==> src/rtl/slink_frame_sched.sv <==
`default_nettype none
// ============================================================================
// Module   : slink_frame_sched
// Purpose  : Shares one two-wire serial link (scl/sda) between NREQ
//            requesters. Arbitrates in IDLE, then sends the winner's 4-bit
//            code as one frame: start, 4 data bits MSB first, stop, gap.
//            The frame is 22 link phases of DIV clocks each.
// Ports    : clk     - system clock, rising edge
//            rst_n   - synchronous active-low reset
//            req     - level request per requester, held until granted
//            code    - 4-bit code per requester, code[4*i+3:4*i]
//            gnt     - one-hot, one-cycle grant pulse (combinational in IDLE)
//            cur_id  - index of requester owning the current/last frame
//            busy    - high from the cycle after grant through done
//            done    - one-cycle pulse on the last clock of the frame
//            scl/sda - link clock/data, both idle high
// Options  : SLINK_FIXED_PRIO_EN - fixed priority (lowest index wins),
//            round-robin pointer removed. Frame timing is unchanged.
// Revision : 1.0 - initial release
// ============================================================================
module slink_frame_sched #(
    parameter int NREQ = 4,
    parameter int DIV  = 4
) (
    input  logic              clk,
    input  logic              rst_n,
    input  logic [NREQ-1:0]   req,
    input  logic [4*NREQ-1:0] code,
    output logic [NREQ-1:0]   gnt,
    output logic [2:0]        cur_id,
    output logic              busy,
    output logic              done,
    output logic              scl,
    output logic              sda
);

    localparam logic [2:0]  ST_IDLE    = 3'd0;
    localparam logic [2:0]  ST_START   = 3'd1;
    localparam logic [2:0]  ST_BIT     = 3'd2;
    localparam logic [2:0]  ST_STOP    = 3'd3;
    localparam logic [2:0]  ST_GAP     = 3'd4;
    localparam logic [15:0] C_DIV_LAST = 16'(DIV - 1);

    logic [2:0]  state_q,   state_d;
    logic [15:0] div_cnt_q, div_cnt_d;
    logic [1:0]  ph_q,      ph_d;       // phase index within the current state
    logic [1:0]  bit_q,     bit_d;      // data bit being sent, 3 down to 0
    logic [3:0]  code_q,    code_d;
    logic [2:0]  cur_id_q,  cur_id_d;
    logic        busy_q,    busy_d;
    logic        done_q,    done_d;
    logic        scl_q,     scl_d;
    logic        sda_q,     sda_d;
`ifndef SLINK_FIXED_PRIO_EN
    logic [2:0]  ptr_q,     ptr_d;      // last winner; search starts after it
`endif

    logic [2:0]  w_win;
    logic [3:0]  w_code_sel;
    logic        w_take;
    logic        w_phase_end;

    // Link levels {scl, sda} for a given position in the frame.
    function automatic logic [1:0] link_levels(input logic [2:0] st,
                                               input logic [1:0] ph,
                                               input logic [1:0] b,
                                               input logic [3:0] c);
        logic [1:0] lv;
        case (st)
            ST_START: lv = (ph == 2'd0) ? 2'b10 : 2'b00;
            ST_BIT:   lv = {(ph == 2'd1) || (ph == 2'd2), c[b]};
            ST_STOP:  lv = (ph == 2'd0) ? 2'b00 : ((ph == 2'd1) ? 2'b10 : 2'b11);
            default:  lv = 2'b11;
        endcase
        return lv;
    endfunction

    // Arbiter: picks the winner among the set req bits.
    always_comb begin
        w_win = 3'd0;
`ifdef SLINK_FIXED_PRIO_EN
        for (int i = NREQ - 1; i >= 0; i--) begin
            if (req[i]) w_win = 3'(i);
        end
`else
        begin : blk_rr
            logic found;
            found = 1'b0;
            for (int off = 1; off <= NREQ; off++) begin
                if (!found && req[(int'(ptr_q) + off) % NREQ]) begin
                    found = 1'b1;
                    w_win = 3'((int'(ptr_q) + off) % NREQ);
                end
            end
        end
`endif
    end

    // Reset gates the grant so no pulse escapes while rst_n is low.
    assign w_take      = (state_q == ST_IDLE) && (|req) && rst_n;
    assign w_phase_end = (div_cnt_q == C_DIV_LAST);

    always_comb begin
        w_code_sel = 4'd0;
        for (int i = 0; i < NREQ; i++) begin
            gnt[i] = w_take && (w_win == 3'(i));
            if (w_win == 3'(i)) w_code_sel = code[4*i +: 4];
        end
    end

    always_comb begin
        state_d   = state_q;
        div_cnt_d = div_cnt_q;
        ph_d      = ph_q;
        bit_d     = bit_q;
        code_d    = code_q;
        cur_id_d  = cur_id_q;
`ifndef SLINK_FIXED_PRIO_EN
        ptr_d     = ptr_q;
`endif
        if (state_q == ST_IDLE) begin
            if (w_take) begin
                state_d   = ST_START;
                div_cnt_d = 16'd0;
                ph_d      = 2'd0;
                bit_d     = 2'd3;
                code_d    = w_code_sel;
                cur_id_d  = w_win;
`ifndef SLINK_FIXED_PRIO_EN
                ptr_d     = w_win;
`endif
            end
        end else if (w_phase_end) begin
            div_cnt_d = 16'd0;
            ph_d      = ph_q + 2'd1;      // wraps 3->0 between data bits
            case (state_q)
                ST_START: if (ph_q == 2'd1) begin
                    state_d = ST_BIT;
                    ph_d    = 2'd0;
                end
                ST_BIT: if (ph_q == 2'd3) begin
                    if (bit_q == 2'd0) state_d = ST_STOP;
                    else               bit_d   = bit_q - 2'd1;
                end
                ST_STOP: if (ph_q == 2'd2) begin
                    state_d = ST_GAP;
                    ph_d    = 2'd0;
                end
                default: begin
                    state_d = ST_IDLE;
                    ph_d    = 2'd0;
                end
            endcase
        end else begin
            div_cnt_d = div_cnt_q + 16'd1;
        end

        // Outputs are registered from the next state so they change on the
        // first clock of each phase.
        {scl_d, sda_d} = link_levels(state_d, ph_d, bit_d, code_d);
        busy_d = (state_d != ST_IDLE);
        done_d = (state_d == ST_GAP) && (div_cnt_d == C_DIV_LAST);
    end

    always_ff @(posedge clk) begin
        if (!rst_n) begin
            state_q   <= ST_IDLE;
            div_cnt_q <= 16'd0;
            ph_q      <= 2'd0;
            bit_q     <= 2'd0;
            code_q    <= 4'd0;
            cur_id_q  <= 3'd0;
            busy_q    <= 1'b0;
            done_q    <= 1'b0;
            scl_q     <= 1'b1;
            sda_q     <= 1'b1;
`ifndef SLINK_FIXED_PRIO_EN
            ptr_q     <= 3'(NREQ - 1);
`endif
        end else begin
            state_q   <= state_d;
            div_cnt_q <= div_cnt_d;
            ph_q      <= ph_d;
            bit_q     <= bit_d;
            code_q    <= code_d;
            cur_id_q  <= cur_id_d;
            busy_q    <= busy_d;
            done_q    <= done_d;
            scl_q     <= scl_d;
            sda_q     <= sda_d;
`ifndef SLINK_FIXED_PRIO_EN
            ptr_q     <= ptr_d;
`endif
        end
    end

    // cur_id shows the winner already in the grant cycle.
    assign cur_id = w_take ? w_win : cur_id_q;
    assign busy   = busy_q;
    assign done   = done_q;
    assign scl    = scl_q;
    assign sda    = sda_q;

endmodule
`default_nettype wire

==> config.mk <==
export PLATFORM = sky130hd
export DESIGN_NAME = slink_frame_sched
export DESIGN_NICKNAME = d
export VERILOG_FILES = /design/src/rtl/slink_frame_sched.sv
export SDC_FILE = /design/constraint.sdc
export NUM_CORES = 1
export LEC_CHECK = 0
export CELL_PAD_IN_SITES_DETAIL_PLACEMENT = 0
export CELL_PAD_IN_SITES_GLOBAL_PLACEMENT = 2
export CORE_MARGIN = 1.5
export CORE_UTILIZATION = 29
export DETAILED_ROUTE_END_ITERATION = 8
export GPL_TIMING_DRIVEN = 0
export PLACE_DENSITY = 0.83
export SLEW_MARGIN = 20
export SYNTH_ARGS = -nofsm -noshare
export SYNTH_HDL_FRONTEND = slang
export SYNTH_SLANG_ARGS = --single-unit
==> constraint.sdc <==
create_clock -name clk -period 2.2 [get_ports clk]
set_input_delay 0.33 -clock clk [delete_from_list [all_inputs] [get_ports clk]]
set_output_delay 0.33 -clock clk [all_outputs]
set_load 0.01 [all_outputs]
==> qor.txt, run 1 <==
CTS Sinks: 36
top achievable clock speed: 425 MHz
fraction of the yosys area taken by sequential cells: 0.291
Detail Route Antenna Nets: 0
vias in the first global route: 2458
critical path's top delay family: simple AND/OR/NAND/NOR gates
overall power of the completed layout: 0.00203 W
Setup crit end kind: flip-flop
standard-cell rows: 33
antenna violations before repair: 0
Clock Path Buffers: 2
number of antenna diodes: 0
worst hold path startpoint: code_q[2]$_SDFF_PN0_
die width: 95.5 µm
worst hold-check slack: 467 ps
post-route standard cell area excluding fillers: 3560 µm²
power per standard cell area: 569 nW/µm²
Vias: 2604
routed length per placed instance: 16.0 µm
shortest clock period the worst path allows after layout: 2350 ps
Congestion Overflow GR: 0
first-pass GRT wire length: 12800 µm
Pins Over Slew Limit: 0
# Max-Cap Violations: 0
crit path setup slack, layout: -151 ps
CP max stage cell: sky130_fd_sc_hd__or4_4
die outline height: 95.5 µm
Final GP Congestion: 0.825
final standard cell utilization of the core: 0.431
slew margin rel.: 0.567
RSZ-0062 raised after global routing: yes
CTS hold repair buffers: 0
Crit path arrival time: 2560 ps
outcome: complete, but fails checks
Buf/Inv on CP: 1
FF-to-FF End: done$_SDFF_PN0_
multi-input gate area in the final layout: 1820 µm²
number of instances in the synthesized netlist: 316
depth of the worst register-to-register path: 9
failing checks: setup timing
Clock Skews: 5.68 ps
most used cells in the layout excluding fill and tap cells: sky130_fd_sc_hd__nand2_1 (43), sky130_fd_sc_hd__dfxtp_1 (27), sky130_fd_sc_hd__buf_4 (25)
total clock buffers created by CTS: 5
# DRC: 0
syn nets: 347
Core Box Area: 8260 µm²
number of enable-type register cells in the synthesized netlist: 0
share of the cycle needed by the critical path after routing: 1.07
num ports: 33
hold crit path type: reg -> reg
number of different library cells in the post-synthesis netlist: 63
most common cell after layout, fill and taps aside: sky130_fd_sc_hd__nand2_1
clock latency of the later-clocked register in the worst-skew pair: 300 ps
hold endpoint: code_q[2]$_SDFF_PN0_
Initial DRT Pass Iterations: 7
leakage power of the design: 1.38 nW
CP startpoint: div_cnt_q[0]$_SDFF_PN0_
warnings from Yosys: 0
synthesized area per cell: 7.84 µm²
final setup violation count: 4
Final nets: 416
register-to-register setup slack: -150 ps
CP startpoint kind: flip-flop
number of failing hold endpoints at the final stage: 0
htree depth: 2
fraction of registers with async set/reset: 0
CTS Root Cell: sky130_fd_sc_hd__clkbuf_8
area of all sequential standard cells: 742 µm²
fraction of final layout cells sized beyond drive strength 1: 0.298
worst hold path cell count: 2
longest individual stage delay on the worst path: 560 ps
clock-pin transition on the worst setup and hold timing paths: 80 ps
Netlist Area Pre-Place: 2480 µm²
Port Buffer Count: 32
setup TNS: -442 ps
total half-perimeter wirelength after legalization and detailed placement: 5140 µm
startpoint of the worst-slack reg-to-reg timing path: div_cnt_q[0]$_SDFF_PN0_
clock tree from TritonCTS: built
Area Overhead vs Synth: 43.6%
area of the die: 9110 µm²
count of routing violations after the opening detailed-route iteration: 255
post-detailed-placement cell area: 2950 µm²
start-to-end type of the worst setup path: reg -> reg
most instantiated flip-flop cell in the synthesis netlist: sky130_fd_sc_hd__dfxtp_1
GRT Resource Usage Total: 0.181
transition time at the pin with the least slew margin: 650 ps
worst voltage drop across the vdd grid: 0.000254 V
largest net degree at the start of global routing: 13
total length of routed wires: 7870 µm
mean number of vias per cell: 5.30
data required time of the critical path: 2410 ps
cells along the critical path: ha_4, nor4b_4, and4_1, buf_6, nor3_1, o21ai_1, nand4_1, or4_4, nor4_2
fill count: 851
flip-flop and latch count after synthesis: 36
initial standard-cell utilization of the core: 0.300
critical-path maximum fanout: 8
## kinds of logic (layout without fill, tap and decap cells)
logic type | after synthesis | in the layout | share of synthesized area
simple gates | 155 | 155 | 0.335
compound gates | 72 | 72 | 0.208
flops | 36 | 36 | 0.291
buf+inv | 28 | 98 | 0.0550
mux | 14 | 14 | 0.0591
fa+ha+maj | 9 | 9 | 0.0454
xor+xnor | 2 | 2 | 0.00707
## power breakdown
| group | leakage, nW | switching, W | internal, W |
|---|---|---|---|
| sequential | 0.298 | 0.0000306 | 0.000693 |
| clock | 0.0541 | 0.000272 | 0.000336 |
| combinational | 1.03 | 0.000335 | 0.000359 |
## Yosys cell counts (4+ instances only)
master / n / area, µm²
sky130_fd_sc_hd__o211ai_1: 4 / 30.0
sky130_fd_sc_hd__nand3_1: 15 / 75.1
sky130_fd_sc_hd__mux2_2: 5 / 56.3
sky130_fd_sc_hd__dfxtp_1: 36 / 721
sky130_fd_sc_hd__and2_1: 9 / 56.3
sky130_fd_sc_hd__clkbuf_1: 8 / 30.0
sky130_fd_sc_hd__nand4_1: 4 / 25.0
sky130_fd_sc_hd__mux2i_1: 9 / 90.1
sky130_fd_sc_hd__or3_1: 6 / 37.5
sky130_fd_sc_hd__nand2b_1: 5 / 31.3
sky130_fd_sc_hd__o21ai_0: 13 / 65.1
sky130_fd_sc_hd__nand2_1: 47 / 176
sky130_fd_sc_hd__o21a_1: 4 / 30.0
sky130_fd_sc_hd__nor2_1: 21 / 78.8
sky130_fd_sc_hd__nor3b_1: 5 / 37.5
sky130_fd_sc_hd__nor3_1: 16 / 80.1
sky130_fd_sc_hd__a21boi_0: 10 / 75.1
sky130_fd_sc_hd__a21oi_1: 10 / 50.1
sky130_fd_sc_hd__ha_1: 9 / 113
sky130_fd_sc_hd__buf_2: 7 / 35.0
sky130_fd_sc_hd__nor2b_1: 4 / 25.0
sky130_fd_sc_hd__inv_1: 9 / 33.8
sky130_fd_sc_hd__and3_1: 5 / 31.3
## stage by stage
step	setup slack, ps	std cells
floorplan	7.67	316
detailed placement	-885	453
global route	-269	491
finish	-151	491
global placement	-894	453
CTS	-114	481
## flip-flops by register name (all words and copies together), names as in the netlist
| register | flops |
|---|---|
| ph_q | 2 |
| cur_id_q | 3 |
| done | 1 |
| scl | 1 |
| div_cnt_q | 16 |
| sda | 1 |
| state_q | 3 |
| busy | 1 |
| code_q | 4 |
| bit_q | 2 |
| ptr_q | 2 |
## how the worst max path moves through the flow
stage	to	depth (start not counted)
floorplan	done$_SDFF_PN0_	10
global placement	gnt[3]	7
detailed placement	gnt[3]	7
CTS	sda$_SDFF_PN1_	8
global route	done$_SDFF_PN0_	10
finish	done$_SDFF_PN0_	9
## worst min-delay path, stage by stage, from the launching register on
cell and delay, ps:
sky130_fd_sc_hd__dfxtp_1 310, sky130_fd_sc_hd__nand2_1 50, sky130_fd_sc_hd__a21boi_0 60
## metal layers
layer,vias up,global-route usage,part of all wire
met3,13,0.0239,0.052
met1,1230,0.252,0.47
met2,85,0.295,0.46
li1,1276,-,-
met4,0,0.0466,0.013
met5,-,0,0
## cell type report
class	count	area share
tap	105	0.0369
inverter	9	0.00949
sequential	36	0.209
clock inverter	3	0.0120
buffer	17	0.0415
clock buffer	5	0.0193
multi-input combinational	252	0.511
timing repair buffer	64	0.161
## timing repair
action,in CTS,in global routing
resized for setup,79,29
cloned,0,0
buffers inserted,22,10
pin swaps,17,7
setup endpoints to repair,16,11
Note: power is estimated with default switching activity, not from simulation.
==> run 2: changes to the inputs <==
- SLEW_MARGIN: 20 -> default
==> results of run 2 <==
Same layout as run 1: the final DEF is identical, and so are final timing and power.
==> run 3: changes to the inputs <==
- CORE_UTILIZATION: 29 -> 33
- DONT_BUFFER_PORTS: default -> 1
- PLACE_DENSITY: 0.83 -> 0.81
==> run 3 against run 2 <==
Compared with the run above: the flow still finishes with violations (setup timing); utilization is 1.3 points higher; die area is 12% lower; final cell count is 7.5% lower; final area is 9.5% lower; clock skew is 1.4 ps higher.
==> qor.txt, run 3 (synthesized netlist as in run 1, its figures left out) <==
outcome: complete, but fails checks
failing checks: setup timing
setup TNS: -536 ps
fraction of final layout cells sized beyond drive strength 1: 0.307
Stages on worst setup path: 9
switching fraction of total power: 0.327
registers with the most flip-flops: div_cnt_q (16), code_q (4)
slew margin rel.: 0.529
hold crit path type: in -> reg
Most flops, register: div_cnt_q
GRT Resource Usage Total: 0.199
sequential group share of total power: 0.420
vias in the first global route: 2313
multi-input gate area in the final layout: 1820 µm²
count of routing violations after the opening detailed-route iteration: 176
largest net degree at the start of global routing: 11
CP startpoint kind: flip-flop
number of antenna diodes: 0
Setup crit end kind: flip-flop
depth of the worst register-to-register path: 9
crit path setup slack, layout: -212 ps
CTS Root Cell: sky130_fd_sc_hd__clkbuf_8
top achievable clock speed: 415 MHz
Core Box Area: 7250 µm²
CP max stage cell: sky130_fd_sc_hd__or4_4
Detail Route Antenna Nets: 0
Buf/Inv on CP: 2
data required time of the critical path: 2400 ps
shortest clock period the worst path allows after layout: 2410 ps
final setup violation count: 4
htree depth: 2
worst voltage drop across the vdd grid: 0.000351 V
number of failing hold endpoints at the final stage: 0
leakage power of the design: 1.20 nW
most used cells in the layout excluding fill and tap cells: sky130_fd_sc_hd__nand2_1 (42), sky130_fd_sc_hd__buf_4 (31), sky130_fd_sc_hd__dfxtp_1 (29)
start-to-end type of the worst setup path: reg -> reg
cell repeated most along the worst path: sky130_fd_sc_hd__buf_6
# DRC: 0
Congestion Overflow GR: 0
total clock buffers created by CTS: 5
initial standard-cell utilization of the core: 0.342
Pins Over Slew Limit: 0
transition time at the pin with the least slew margin: 706 ps
total half-perimeter wirelength after legalization and detailed placement: 4890 µm
clock-pin transition on the worst setup and hold timing paths: 80 ps
Initial DRT Pass Iterations: 4
standard-cell rows: 31
worst hold-check slack: 182 ps
max FFs per register: 16
CTS hold repair buffers: 0
clock tree from TritonCTS: built
total length of routed wires: 7610 µm
die width: 89.7 µm
combinational fraction of design power: 0.318
critical-path maximum fanout: 7
Final GP Congestion: 0.847
clock latency of the later-clocked register in the worst-skew pair: 290 ps
area of all sequential standard cells: 734 µm²
mean number of vias per cell: 5.48
Final nets: 386
RSZ-0062 raised after global routing: yes
power per standard cell area: 538 nW/µm²
internal power component: 0.00117 W
most common cell after layout, fill and taps aside: sky130_fd_sc_hd__nand2_1
longest individual stage delay on the worst path: 560 ps
Sw Pwr: 0.000566 W
share of total power in the clock network: 0.262
num ports: 33
die outline height: 89.7 µm
worst hold path cell count: 1
Clock Path Buffers: 2
area of the die: 8040 µm²
Port Buffer Count: 0
share of the cycle needed by the critical path after routing: 1.10
critical path's top delay family: simple AND/OR/NAND/NOR gates
CTS Sinks: 36
routed length per placed instance: 16.8 µm
Clock Skews: 7.08 ps
Area Overhead vs Synth: 29.9%
Crit path arrival time: 2620 ps
cells along the critical path: ha_4, nor4b_4, and4_4, buf_6, nor2_2, buf_6, a22o_1, or4_4, nor4_4
antenna violations before repair: 0
fill count: 745
# Max-Cap Violations: 0
Vias: 2490
first-pass GRT wire length: 12000 µm
## run 3: changes by cell type in the layout (fill, tap and decap cells not counted), moves of 3 or more
cell / previous run / this run
sky130_fd_sc_hd__buf_4: 25 / 31
sky130_fd_sc_hd__nand2_2: 3 / 6
sky130_fd_sc_hd__dlygate4sd2_1: 3 / 0
sky130_fd_sc_hd__buf_6: 11 / 8
sky130_fd_sc_hd__buf_2: 8 / 3
sky130_fd_sc_hd__clkdlybuf4s50_1: 20 / 0
## run 3: power by group through the flow
stage | combinational, W | sequential [W] | clock (W)
floorplan | 0.000311 | 0.000732 | 0
global placement | 0.000402 | 0.000738 | 0
detailed placement | 0.000403 | 0.000739 | 0
CTS | 0.000468 | 0.000724 | 0.000471
global route | 0.000605 | 0.000734 | 0.000497
finish | 0.000552 | 0.000728 | 0.000453
## run 3: worst reg2reg max path: cells and delay by family (launching register included)
kind / cells / cell delay, ps
buf+inv: 2 / 270
simple gates: 5 / 1340
fa+ha+maj: 1 / 150
flops: 1 / 370
compound gates: 1 / 200
## run 3: layout make-up
| cell class | count | share of cell area |
|---|---|---|
| plain buffers | 17 | 0.0423 |
| clock buffers | 6 | 0.0225 |
| clock inverters | 1 | 0.00155 |
| inverters | 9 | 0.0105 |
| multi-input cells | 252 | 0.566 |
| flip-flops and latches | 36 | 0.228 |
| well taps | 99 | 0.0385 |
| repair buffers | 34 | 0.0905 |
## run 3: timing repair
| action | in CTS | in global routing |
|---|---|---|
| resized for setup | 39 | 32 |
| setup endpoints to repair | 11 | 12 |
| pin swaps | 15 | 16 |
| setup buffers | 22 | 11 |
| cloned | 1 | 0 |
## run 3: final timing paths
path,slack [ps],to,from
max reg2reg,-210,done$_SDFF_PN0_,div_cnt_q[1]$_SDFF_PN0_
min,180,state_q[1]$_SDFF_PN0_,rst_n
min reg2reg,470,code_q[0]$_SDFF_PN0_,code_q[0]$_SDFF_PN0_
max,-210,done$_SDFF_PN0_,div_cnt_q[1]$_SDFF_PN0_
## run 3: per-layer routing
metal | up-vias | global-route usage | wire, µm
met4 | 0 | 0.0545 | 175
met3 | 14 | 0.0311 | 284
met2 | 62 | 0.325 | 3490
met5 | - | 0 | 0
met1 | 1196 | 0.273 | 3660
li1 | 1218 | - | -
## run 3: through the flow
step	util	setup slack (ps)	instances	total power [W]	instance area, µm²
5_1_grt	0.444	-345	454	0.00184	3220
6_report	0.444	-212	454	0.00173	3220
3_5_place_dp	0.362	-549	415	0.00114	2620
4_1_cts	0.419	-175	445	0.00166	3040
2_1_floorplan	-	7.67	316	0.00104	2500
3_3_place_gp	0.362	-560	415	0.00114	2620
